### config.mk
export PLATFORM = sky130hd
export DESIGN_NAME = spi_req_arbiter
export DESIGN_NICKNAME = d
export VERILOG_FILES = /design/src/rtl/spi_pkg.sv /design/src/rtl/rr_pick.sv /design/src/rtl/spi_req_arbiter.sv
export SDC_FILE = /design/constraint.sdc
export NUM_CORES = 1
export LEC_CHECK = 0
export CAP_MARGIN = 20
export CORE_AREA = 2 2 79 112
export CTS_CLUSTER_DIAMETER = 100
export DETAILED_ROUTE_END_ITERATION = 6
export DIE_AREA = 0 0 81 114
export PLACE_DENSITY_LB_ADDON = 0.08
export SETUP_SLACK_MARGIN = 0.1
export SLEW_MARGIN = 10
export SYNTH_ARGS = -nofsm -noshare
export SYNTH_HDL_FRONTEND = slang
export SYNTH_SLANG_ARGS = --single-unit
### constraint.sdc
create_clock -name clk_in -period 5.1 [get_ports clk_in]
set_clock_uncertainty 0.1 [all_clocks]
set_input_delay 1.02 -clock clk_in [delete_from_list [all_inputs] [get_ports clk_in]]
set_output_delay 1.02 -clock clk_in [all_outputs]
set_load 0.005 [all_outputs]
### src/rtl/spi_pkg.sv
// Shared SPI definitions: spi_cr1 bit indices and the request-arbiter state encoding.
// Ports: none (package).
package spi_pkg;

    // spi_cr1 bit positions
    localparam int unsigned CR1_SPE     = 7;
    localparam int unsigned CR1_MTSR    = 6;
    localparam int unsigned CR1_CPOL    = 5;
    localparam int unsigned CR1_CPHA    = 4;
    localparam int unsigned CR1_SSOE    = 3;
    localparam int unsigned CR1_LSBFE   = 2;
    localparam int unsigned CR1_MODFEN  = 1;
    localparam int unsigned CR1_SPISWAI = 0;

    localparam int unsigned CR1_W = 8;

    // Bits the arbiter always sets: core enabled, master mode
    localparam logic [CR1_W-1:0] CR1_FORCE = CR1_W'((1 << CR1_SPE) | (1 << CR1_MTSR));

    typedef enum logic [2:0] {
        ST_IDLE  = 3'd0,
        ST_SETUP = 3'd1,
        ST_START = 3'd2,
        ST_BUSY  = 3'd3,
        ST_DONE  = 3'd4
    } arb_state_t;

endpackage

### src/rtl/rr_pick.sv
// Combinational round-robin selector: first set request at or after ptr, wrapping.
// Ports: req (request vector), ptr (start index), gnt (one-hot winner, 0 if none),
//        idx (winner index).
module rr_pick #(
    parameter int unsigned N  = 4,
    parameter int unsigned IW = 2
) (
    input  logic [N-1:0]  req,
    input  logic [IW-1:0] ptr,
    output logic [N-1:0]  gnt,
    output logic [IW-1:0] idx
);

    logic [2*N-1:0] rot;
    logic [IW:0]    off;
    logic [IW:0]    sum;
    logic           found;

    // Rotate so bit 0 is req[ptr]; scan downward so the lowest offset wins.
    always_comb begin
        rot   = {req, req} >> ptr;
        off   = '0;
        found = 1'b0;
        for (int k = N - 1; k >= 0; k--) begin
            if (rot[k]) begin
                off   = (IW+1)'(k);
                found = 1'b1;
            end
        end
        sum = {1'b0, ptr} + off;
        if (sum >= (IW+1)'(N)) begin
            sum = sum - (IW+1)'(N);
        end
        idx = sum[IW-1:0];
        gnt = found ? (N'(1) << idx) : '0;
    end

endmodule

### src/rtl/spi_req_arbiter.sv
// Round-robin scheduler sharing one spi_master between NUM_REQ requesters.
// Ports: clk_in/rst_in (sync active-high reset); req_in/last_in/data_in/cr1_in per
//        requester; gnt_out/ack_out/err_out per requester; rx_data_out received byte;
//        new_tx_out/finished_in/master_rx_in/tx_data_out/spi_cr1_out master handshake;
//        ss_n_out active-low slave selects.
module spi_req_arbiter
    import spi_pkg::*;
#(
    parameter int unsigned NUM_REQ   = 4,
    parameter int unsigned DATA_W    = 8,
    parameter int unsigned SETUP_CYC = 2,
    parameter int unsigned TIMEOUT   = 1023
) (
    input  logic                        clk_in,
    input  logic                        rst_in,
    input  logic [NUM_REQ-1:0]          req_in,
    input  logic [NUM_REQ-1:0]          last_in,
    input  logic [NUM_REQ*DATA_W-1:0]   data_in,
    input  logic [NUM_REQ*CR1_W-1:0]    cr1_in,
    output logic [NUM_REQ-1:0]          gnt_out,
    output logic [NUM_REQ-1:0]          ack_out,
    output logic [NUM_REQ-1:0]          err_out,
    output logic [DATA_W-1:0]           rx_data_out,
    output logic                        new_tx_out,
    input  logic                        finished_in,
    input  logic [DATA_W-1:0]           master_rx_in,
    output logic [DATA_W-1:0]           tx_data_out,
    output logic [CR1_W-1:0]            spi_cr1_out,
    output logic [NUM_REQ-1:0]          ss_n_out
);

    localparam int unsigned IW = $clog2(NUM_REQ);
    localparam int unsigned TW = $clog2(TIMEOUT + 1);
    localparam int unsigned SW = 4;

    arb_state_t state_q, state_d;

    logic [NUM_REQ-1:0] gnt_q, gnt_d, ss_n_q, ss_n_d, ack_q, ack_d, err_q, err_d;
    logic [IW-1:0]      owner_q, owner_d, ptr_q, ptr_d, next_ptr;
    logic [DATA_W-1:0]  tx_q, tx_d, rx_q, rx_d, data_own;
    logic [CR1_W-1:0]   cr1_q, cr1_d, cr1_pick;
    logic [SW-1:0]      setup_cnt_q, setup_cnt_d;
    logic [TW-1:0]      to_cnt_q, to_cnt_d;
    logic               new_tx_q, new_tx_d, last_q, last_d;
    logic               req_own, last_own, setup_done, timeout_hit;
    logic [NUM_REQ-1:0] pick_gnt;
    logic [IW-1:0]      pick_idx;

    rr_pick #(
        .N  (NUM_REQ),
        .IW (IW)
    ) u_rr_pick (
        .req (req_in),
        .ptr (ptr_q),
        .gnt (pick_gnt),
        .idx (pick_idx)
    );

    // Per-requester field selection for the pick candidate and the current owner
    always_comb begin
        cr1_pick = '0;
        data_own = '0;
        req_own  = 1'b0;
        last_own = 1'b0;
        for (int i = 0; i < NUM_REQ; i++) begin
            if (pick_idx == IW'(i)) begin
                cr1_pick = cr1_in[i*CR1_W +: CR1_W];
            end
            if (owner_q == IW'(i)) begin
                data_own = data_in[i*DATA_W +: DATA_W];
                req_own  = req_in[i];
                last_own = last_in[i];
            end
        end
    end

    assign next_ptr    = (owner_q == IW'(NUM_REQ - 1)) ? '0 : owner_q + IW'(1);
    assign setup_done  = (setup_cnt_q == SW'(SETUP_CYC - 1));
    // Fires on the edge the counter would reach TIMEOUT
    assign timeout_hit = (to_cnt_q == TW'(TIMEOUT - 1));

    // State register
    always_ff @(posedge clk_in) begin
        if (rst_in) begin
            state_q <= ST_IDLE;
        end else begin
            state_q <= state_d;
        end
    end

    // Next-state logic
    always_comb begin
        state_d = state_q;
        case (state_q)
            ST_IDLE:  if (|req_in) state_d = ST_SETUP;
            ST_SETUP: begin
                if (!req_own) begin
                    state_d = ST_IDLE;
                end else if (setup_done) begin
                    state_d = ST_START;
                end
            end
            ST_START: state_d = ST_BUSY;
            ST_BUSY: begin
                if (finished_in) begin
                    state_d = ST_DONE;
                end else if (timeout_hit) begin
                    state_d = ST_IDLE;
                end
            end
            ST_DONE:  state_d = (!last_q && req_own) ? ST_START : ST_IDLE;
            default:  state_d = ST_IDLE;
        endcase
    end

    // Output/datapath next values; pulses default low
    always_comb begin
        gnt_d       = gnt_q;
        owner_d     = owner_q;
        ptr_d       = ptr_q;
        ss_n_d      = ss_n_q;
        ack_d       = '0;
        err_d       = '0;
        new_tx_d    = 1'b0;
        tx_d        = tx_q;
        rx_d        = rx_q;
        cr1_d       = cr1_q;
        setup_cnt_d = setup_cnt_q;
        to_cnt_d    = to_cnt_q;
        last_d      = last_q;
        case (state_q)
            ST_IDLE: begin
                if (|req_in) begin
                    gnt_d       = pick_gnt;
                    owner_d     = pick_idx;
                    ss_n_d      = ~pick_gnt;
                    cr1_d       = cr1_pick | CR1_FORCE;
                    setup_cnt_d = '0;
                end
            end
            ST_SETUP: begin
                if (!req_own) begin
                    gnt_d  = '0;
                    ss_n_d = '1;
                end else begin
                    setup_cnt_d = setup_cnt_q + SW'(1);
                end
            end
            ST_START: begin
                tx_d     = data_own;
                new_tx_d = 1'b1;
                to_cnt_d = '0;
                last_d   = last_own;
            end
            ST_BUSY: begin
                to_cnt_d = (to_cnt_q == {TW{1'b1}}) ? to_cnt_q : to_cnt_q + TW'(1);
                if (finished_in) begin
                    rx_d  = master_rx_in;
                    ack_d = gnt_q;
                end else if (timeout_hit) begin
                    err_d  = gnt_q;
                    gnt_d  = '0;
                    ss_n_d = '1;
                    ptr_d  = next_ptr;
                end
            end
            ST_DONE: begin
                if (last_q || !req_own) begin
                    gnt_d  = '0;
                    ss_n_d = '1;
                    ptr_d  = next_ptr;
                end
            end
            default: ;
        endcase
    end

    // Output/datapath registers
    always_ff @(posedge clk_in) begin
        if (rst_in) begin
            gnt_q       <= '0;
            owner_q     <= '0;
            ptr_q       <= '0;
            ss_n_q      <= '1;
            ack_q       <= '0;
            err_q       <= '0;
            new_tx_q    <= 1'b0;
            tx_q        <= '0;
            rx_q        <= '0;
            cr1_q       <= '0;
            setup_cnt_q <= '0;
            to_cnt_q    <= '0;
            last_q      <= 1'b0;
        end else begin
            gnt_q       <= gnt_d;
            owner_q     <= owner_d;
            ptr_q       <= ptr_d;
            ss_n_q      <= ss_n_d;
            ack_q       <= ack_d;
            err_q       <= err_d;
            new_tx_q    <= new_tx_d;
            tx_q        <= tx_d;
            rx_q        <= rx_d;
            cr1_q       <= cr1_d;
            setup_cnt_q <= setup_cnt_d;
            to_cnt_q    <= to_cnt_d;
            last_q      <= last_d;
        end
    end

    assign gnt_out     = gnt_q;
    assign ack_out     = ack_q;
    assign err_out     = err_q;
    assign rx_data_out = rx_q;
    assign new_tx_out  = new_tx_q;
    assign tx_data_out = tx_q;
    assign spi_cr1_out = cr1_q;
    assign ss_n_out    = ss_n_q;

endmodule

; Yosys cells after proc, flatten, opt, wreduce, memory -nomap -nowiden
; Cells that the tools add are included.
[totals]
reg_bits = 62
latchBits = 0
ramBits = 0
mem_bits_ro = 0
out_inout_bits = 41
memories = 0
[op_classes]
add_sub_neg = 5
multipliers = 0
div = 0
magnitude_cmp = 1
eq_ne = 22
shifts = 2
n_mux = 56
n_bitwise = 4
n_reduce_logical = 21
[op_table]
columns = cell, n
row1 = two-way mux 4 bit, 13
row2 = two-way mux 8 bit, 4
row3 = one-hot mux 4 bit (4 select lines), 2
row4 = two-way mux 6 bit, 4
row5 = "== test 10 bit, second input constant", 2
row6 = two-way mux 2 bit, 10
row7 = one-hot mux 10 bit (2 select lines), 1
row8 = two-way mux 3 bit, 5
row9 = one-hot mux 3 bit (5 select lines), 1
row10 = "!= test 2 bit, second input constant", 7
row11 = two-way mux 1 bit, 13
row12 = "adder 10 x 1 -> 10 bit, second input constant", 1
row13 = two-way mux 10 bit, 1
row14 = "== test 2 bit, second input constant", 4
row15 = one-hot mux 4 bit (2 select lines), 1
row16 = OR reduction 4 bit, 2
row17 = right shift 8 x 2 -> 4 bit, 1
row18 = "== test 3 x 2 -> 1 bit, second input constant", 2
row19 = "!= test 3 bit, second input constant", 2
row20 = AND reduction 2 bit, 3
row21 = AND reduction 3 bit, 2
row22 = AND reduction 6 bit, 1
row23 = nonzero test 2 bit, 3
row24 = "adder 4 x 1 -> 4 bit, second input constant", 1
row25 = other kinds (20), 25

; Longest topological paths before layout
; Gate-level depths: netlist of the first run.
[logic_depth]
depth_word = 13
depth_mapped = 11
mapped_depth_nobuf = 10

; Modules after synthesis
; Synthesis of the first run repeated with hierarchy kept, for this count alone.
[hier_totals]
hier_cells = 386
hier_area_um2 = 3249.4
[by_module_without_submodules]
columns = module, n_inst, cells_each, area_per_inst_um2
row1 = spi_req_arbiter, 1, 349, 2991.6
row2 = rr_pick, 1, 37, 257.7

; Least setup slack after synthesis of the first run
; No wires, ideal clock.
[synth_timing]
kind = input to register
start = input port req_in[2]
end = register cr1_q[4], in the netlist spi_cr1_out[4]
arrival_ns = 2.927
required_time_ns = 4.899
slack_ns = 1.972
path_stages = 10
path_cell_list = buf_6 > or4_1 > o2111ai_1 > ha_1 > xnor2_1 > clkbuf_1 > nor2_1 > mux2i_1 > a32oi_1 > o41ai_1
[synth_between]
elab_chain_len = 13
elab_cells_between_ends = 19
[synth_rtl]
columns = item, line
row1 = "start, declared", spi_req_arbiter.sv:16  ; input logic [NUM_REQ-1:0] req_in,
row2 = right shift 8 x 2 -> 4 bit, rr_pick.sv:21  ; rot = {req, req} >> ptr;
row3 = two-way mux 2 bit (4 in series), rr_pick.sv:25  ; if (rot[k]) begin
row4 = adder 2 x 2 -> 3 bit, rr_pick.sv:30  ; sum = {1'b0, ptr} + off;
row5 = >= comparator 3 bit / subtractor 2 x 1 -> 2 bit (equally long branches), "rr_pick.sv:31, rr_pick.sv:32"
row6 = two-way mux 2 bit, rr_pick.sv:31  ; if (sum >= (IW+1)'(N)) begin
row7 = zero test 2 bit, spi_req_arbiter.sv:66  ; if (pick_idx == IW'(i)) begin
row8 = two-way mux 6 bit (4 in series), spi_req_arbiter.sv:66
row9 = "end signal, assigned", spi_req_arbiter.sv:204  ; cr1_q <= cr1_d;
row10 = "end, declared", spi_req_arbiter.sv:41  ; logic [CR1_W-1:0] cr1_q, cr1_d, cr1_pick;
; Parallel ways exist; a longest one is shown, timed or not.
; A chain may end at the register's enable or synchronous reset.

; Worst setup path in the final report of the first run
[layout_timing]
start = input port req_in[2]
end = register cr1_q[1], in the netlist spi_cr1_out[1]
; The elaborated chain is that of the path after synthesis.

==> results.py, run 1 <==
metrics = {
    "drt": {
        "remaining_drc_errors": 0,
        "drtIter0Drc": 92,
        "vias": 3240,
        "routedWlPerCell_um": 14.46,
        "wl_met3_um": 438,
        "dr.pass1.iters": 4,
        "totalWireLength_mm": 8.822,
        "met1_length_mm": 3.424,
        "antenna_left": 0,
        "wl_met2_mm": 4.789,
        "top_layer": "met4",
        "vias_per_cell": 5.311,
    },
    "final_layout": {
        "design_area_um2": 4715,
        "diodes": 0,
        "drive_above_1_share": 0.05347,
        "area_growth_pct": 46.50,
        "num-nets-final": 592,
    },
    "global_routing": {
        "grt_use_total": 0.1932,
        "overflow": 0,
        "grt_max_degree": 28,
        "grt_antenna_before_repair": 0,
        "grt_pass1_wl_mm": 13.88,
        "grt_pass1_vias": 3123,
    },
    "placement": {
        "gp_congestion": 0.7905,
        "io_buffers": 115,
        "dp_hpwl_mm": 6.655,
        "dpl_cell_area_um2": 4400,
    },
    "cts": {
        "cts_resized": 0,
        "clockBufferDepth": 2,
        "clkTransAtPathRegs_ns": 0.06,
        "clock-sinks": 62,
        "post_cts_buffers": 0,
        "clockRootBuffer": "clkbuf_16",
        "cts_max_level": 3,
        "clk_latency_ns": 0.33,
        "cts_buffers": 9,
        "cts_hold_buf": 0,
        "cts_tree": "done",
    },
    "yosys": {
        "synth.area.top_cells": "dfxtp_1 39%, nor2_1 6.9%, a21oi_1 5.8%",
        "synth_top_family_by_area": "simple AND/OR/NAND/NOR gates",
        "synth_nets": 489,
        "synth-async-reset-ratio": 0,
        "synth_top_area_share": 0.3857,
        "yosysTopAreaCell": "dfxtp_1",
        "synth_area_per_cell_um2": 8.106,
        "synth-simple-area-share": 0.2449,
        "yosys.cell_count.top_type": "dfxtp_1",
        "yosys-mux-area-fraction": 0.04082,
        "synth-edff-count": 0,
        "yosysUniqueCellTypes": 50,
        "synth_area_um2": 3218,
        "ys.warnings.count": 0,
        "synth_flop_cell": "dfxtp_1",
        "synthAdderAreaFrac": 0.03499,
        "synth_compound_area_frac": 0.2135,
        "synth_seq_area_share": 0.3857,
        "synth_common_cells": "62 x dfxtp_1, 59 x nor2_1, 37 x a21oi_1, 29 x nand2_1",
        "synth_seq_cells": 62,
        "synth_cells": 397,
        "synth_xor_area_frac": 0.02449,
    },
    "sta": {
        "slew_headroom": 0.3799,
        "period_needed_ns": 3.923,
        "finalHoldViolCount": 0,
        "fmax_mhz": 254.9,
        "hold_slack_ns": 0.3446,
        "setup_violations": 0,
        "worst_slew_pin_slew_ns": 0.9256,
        "rsz0062_at_grt": "false",
        "slew_viol_final": 0,
        "tns_ns": 0,
        "post-route-period-util": 0.7692,
    },
    "setup_path": {
        "crit_path_start_kind": "primary input",
        "crit_fanout": 13,
        "worstPathRequired_ns": 5.20,
        "cp-end-kind": "register",
        "worstPathArrival_ns": 4.03,
        "worstSetupPathType": "in2reg",
    },
    "die": {
        "num_io_pins": 124,
        "core_area_um2": 8308,
        "fp-row-count": 40,
        "die_w_um": 81,
        "start_util": 0.3873,
        "die-area_um2": 9234,
        "die_y_um": 114,
    },
    "outcome": {
        "status": "finished, final reports clean",
    },
    "power": {
        "peakVddDrop_v": 0.0001620,
        "p_leak_nw": 1.727,
        "power.density_nw_per_um2": 307.4,
    },
    "worst_hold_path": {
        "hp-class": "reg2reg",
    },
    "run": {
        "drv_cap": 0,
    },
}
## path summary, 6_finish.rpt
path	start	end	slack, ns	cells after the start
worst min-delay path	ss_n_out[3]	ss_n_out[3]	0.34	2
worst min register to register	ss_n_out[3]	ss_n_out[3]	0.34	2
worst max-delay path	req_in[2]	spi_cr1_out[1]	1.18	8
worst max register to register	ptr_q[0]	spi_cr1_out[1]	2.05	7
## through the flow
| stage | power [mW] | util | instances | setup WS [ns] |
|---|---|---|---|---|
| after detailed placement | 0.8594 | 0.5297 | 593 | 0.8173 |
| after global routing | 1.520 | 0.5675 | 610 | 0.8749 |
| after global placement | 0.8548 | 0.5297 | 593 | 0.8322 |
| after floorplan | 0.7134 | - | 397 | 1.972 |
| final | 1.449 | 0.5675 | 610 | 1.177 |
| after CTS | 1.464 | 0.5657 | 609 | 1.132 |
## state kept, by name (all words and copies together) (netlist names)
signal	cells
tx_data_out	8
ack_out	4
ptr_q	2
err_out	4
owner_q	2
gnt_out	4
spi_cr1_out	7
setup_cnt_q	4
rx_data_out	8
to_cnt_q	10
state_q	3
last_q	1
new_tx_out	1
ss_n_out	4
## power by group
part	total (mW)	switching, mW	internal [mW]
logic	0.310	0.146	0.164
registers	0.537	0.0233	0.514
clock network	0.602	0.224	0.378
## placed cells by master (no fill, tap or decap), types with 8 or more instances in the layout
master and count:
clkdlybuf4s50_1 115, dfxtp_1 62, nor2_1 59, a21oi_1 37, nand2_1 29, nor3_1 18
inv_1 14, a211oi_1 12, mux2i_1 12, and2_1 9, ha_1 9, clkbuf_16 9
o21ai_0 8, nand3b_1 8, or3_1 8, a221oi_1 8
## logic make-up (layout without fill, tap and decap cells)
family / after synthesis / in the layout
AND/OR/NAND/NOR: 163 / 163
buffers and inverters: 41 / 149
flip-flops: 62 / 62
multiplexers: 13 / 13
adder cells (fa/ha/maj): 9 / 9
AO/OA/AOI/OAI: 100 / 100
XOR/XNOR: 9 / 9
## critical path, stage by stage
cell	delay, ns
clkdlybuf4s50_1	0.58
or4_1	0.56
o2111ai_1	0.11
ha_1	0.23
xnor2_1	0.27
xnor2_2	0.81
mux2i_1	0.31
o221ai_1	0.13
## cell type report
class	count	area, um2
clock buffers	9	225.2
clock inverters	7	73.82
fillers	825	3593
inverters	15	56.30
multi-input cells	294	1805
flip-flops and latches	62	1241
well taps	105	131.4
repair buffers	118	1181
## routing by layer
layer  vias up  track usage
met5         -            0
met4         0      0.08249
met3        11      0.04114
met2        93       0.3702
met1      1508       0.1940
li1       1628            -
Power figures use the tool's default switching activity.
==> run 2: changes to the inputs <==
==> constraint.sdc (replaced) <==
create_clock -name clk_in -period 3.5 [get_ports clk_in]
set_clock_uncertainty 0.1 [all_clocks]
set_input_delay 0.7 -clock clk_in [delete_from_list [all_inputs] [get_ports clk_in]]
set_output_delay 0.7 -clock clk_in [all_outputs]
set_load 0.005 [all_outputs]
==> results.py, run 2 (same netlist as run 1, synthesis figures left out) <==
metrics = {
    "final_layout": {
        "final_common_cell": "clkdlybuf4s50_1",
        "fillerInstances": 791,
        "multi_input_area_um2": 1817,
        "seqCellArea_um2": 1241,
        "largest_register_ffs": 10,
        "num-nets-final": 607,
        "drive_above_1_share": 0.08077,
        "layout.cells.non_filler": 625,
        "diodes": 0,
        "design_area_um2": 4902,
        "final_cell_mix": "115 x clkdlybuf4s50_1, 62 x dfxtp_1, 59 x nor2_1",
        "area_growth_pct": 52.33,
        "regMostFlops": "to_cnt_q",
    },
    "sta": {
        "hold_slack_ns": 0.3465,
        "post-route-period-util": 0.8887,
        "period_needed_ns": 3.111,
        "tns_ns": 0,
        "fmax_mhz": 321.5,
        "slew_viol_final": 0,
        "setup_violations": 0,
        "rsz0062_at_grt": "false",
        "slew_headroom": 0.5301,
        "worst_slew_pin_slew_ns": 0.6983,
        "finalHoldViolCount": 0,
    },
    "setup_path": {
        "cp-end-kind": "register",
        "worst_r2r_path_depth": 8,
        "path_cells": "clkdlybuf4s50_1 > and3b_1 > o21ai_0 > o2111ai_1 > ha_1 > xnor2_1 > buf_4 > nor2_1 > mux2i_1 > a32oi_1 > o41ai_1",
        "crit_fanout": 10,
        "worstPathRequired_ns": 3.63,
        "rr_startpoint": "owner_q[0]",
        "cpPeakStageDelay_ns": 0.55,
        "worstPathArrival_ns": 3.24,
        "worstSetupPathType": "in2reg",
        "crit_start": "req_in[3]",
        "crit_path_start_kind": "primary input",
        "cpMaxStageDelayCell": "clkdlybuf4s50_1",
    },
    "power": {
        "power.density_nw_per_um2": 479.5,
        "peakVddDrop_v": 0.0004197,
        "p_leak_nw": 1.841,
    },
    "cts": {
        "cts_hold_buf": 0,
        "cts_resized": 0,
        "cts_buffers": 9,
        "clk_latency_ns": 0.33,
        "clkTransAtPathRegs_ns": 0.06,
        "clock-sinks": 62,
        "post_cts_buffers": 0,
        "cts_tree": "done",
        "cts_max_level": 3,
        "clockRootBuffer": "clkbuf_16",
        "clockBufferDepth": 2,
    },
    "placement": {
        "place_inst": 609,
        "io_buffers": 115,
        "gp_congestion": 0.8383,
        "dpl_cell_area_um2": 4521,
        "dp_hpwl_mm": 6.822,
    },
    "die": {
        "fp-row-count": 40,
        "core_area_um2": 8308,
        "start_util": 0.3873,
        "die_w_um": 81,
        "die-area_um2": 9234,
        "die_y_um": 114,
        "num_io_pins": 124,
    },
    "worst_hold_path": {
        "min_path_cells": 2,
        "hold_start": "ss_n_out[3]",
        "hp-class": "reg2reg",
    },
    "global_routing": {
        "grt_antenna_before_repair": 0,
        "grt_pass1_wl_mm": 14.06,
        "grt_use_total": 0.1952,
        "grt_max_degree": 23,
        "overflow": 0,
        "grt_pass1_vias": 3105,
    },
    "drt": {
        "drtIter0Drc": 163,
        "dr.pass1.iters": 4,
        "vias_per_cell": 5.306,
        "totalWireLength_mm": 8.920,
        "vias": 3316,
        "antenna_left": 0,
        "routedWlPerCell_um": 14.27,
        "remaining_drc_errors": 0,
    },
    "run": {
        "drv_cap": 0,
    },
    "outcome": {
        "status": "finished, final reports clean",
    },
}
## run 2: cell count changes in the layout (fill, tap and decap cells not counted), sizes merged
cell,delta
bufinv,+3
buf,+15
clkinvlp,-3
## run 2: metal layers
layer	GRT usage	share of wire	vias to the layer above
li1	-	-	1656
met1	0.2074	0.39	1544
met2	0.3603	0.54	95
met3	0.04114	0.049	21
met4	0.08588	0.025	0
met5	0	0	-
## run 2: final cells by class
type / count / area share
inverter: 15 / 0.01149
clock inverter: 7 / 0.02961
multi-input combinational: 294 / 0.3706
clock buffer: 9 / 0.04594
tap: 105 / 0.02680
sequential: 62 / 0.2532
timing repair buffer: 133 / 0.2624
## run 2: critical path: cells and delay by family
kind / cells / cell delay (ns)
XOR/XNOR: 1 / 0.39
multiplexers: 1 / 0.14
adder cells (fa/ha/maj): 1 / 0.23
buffers and inverters: 2 / 0.80
AO/OA/AOI/OAI: 4 / 0.72
AND/OR/NAND/NOR: 2 / 0.25
## run 2: path summary, 6_finish.rpt
path                            slack (ns)             end
worst max-delay path                  0.39  spi_cr1_out[5]
worst min-delay path                  0.35     ss_n_out[3]
worst max register to register        0.56     ss_n_out[1]
worst min register to register        0.35     ss_n_out[3]
## run 2: stage by stage
stage               worst slack, ns  power (mW)    util
global route                 0.1830       2.457  0.5901
detailed placement          -0.1261       1.265  0.5441
finish                       0.3894       2.351  0.5901
CTS                          0.2262       2.374  0.5887
floorplan                    0.6916       1.040       -
global placement           -0.03774       1.261  0.5441
## run 2: power breakdown
group / switching, mW / internal, mW / total (mW)
clock: 0.331 / 0.771 / 1.10
sequential: 0.0343 / 0.749 / 0.783
combinational: 0.215 / 0.250 / 0.465
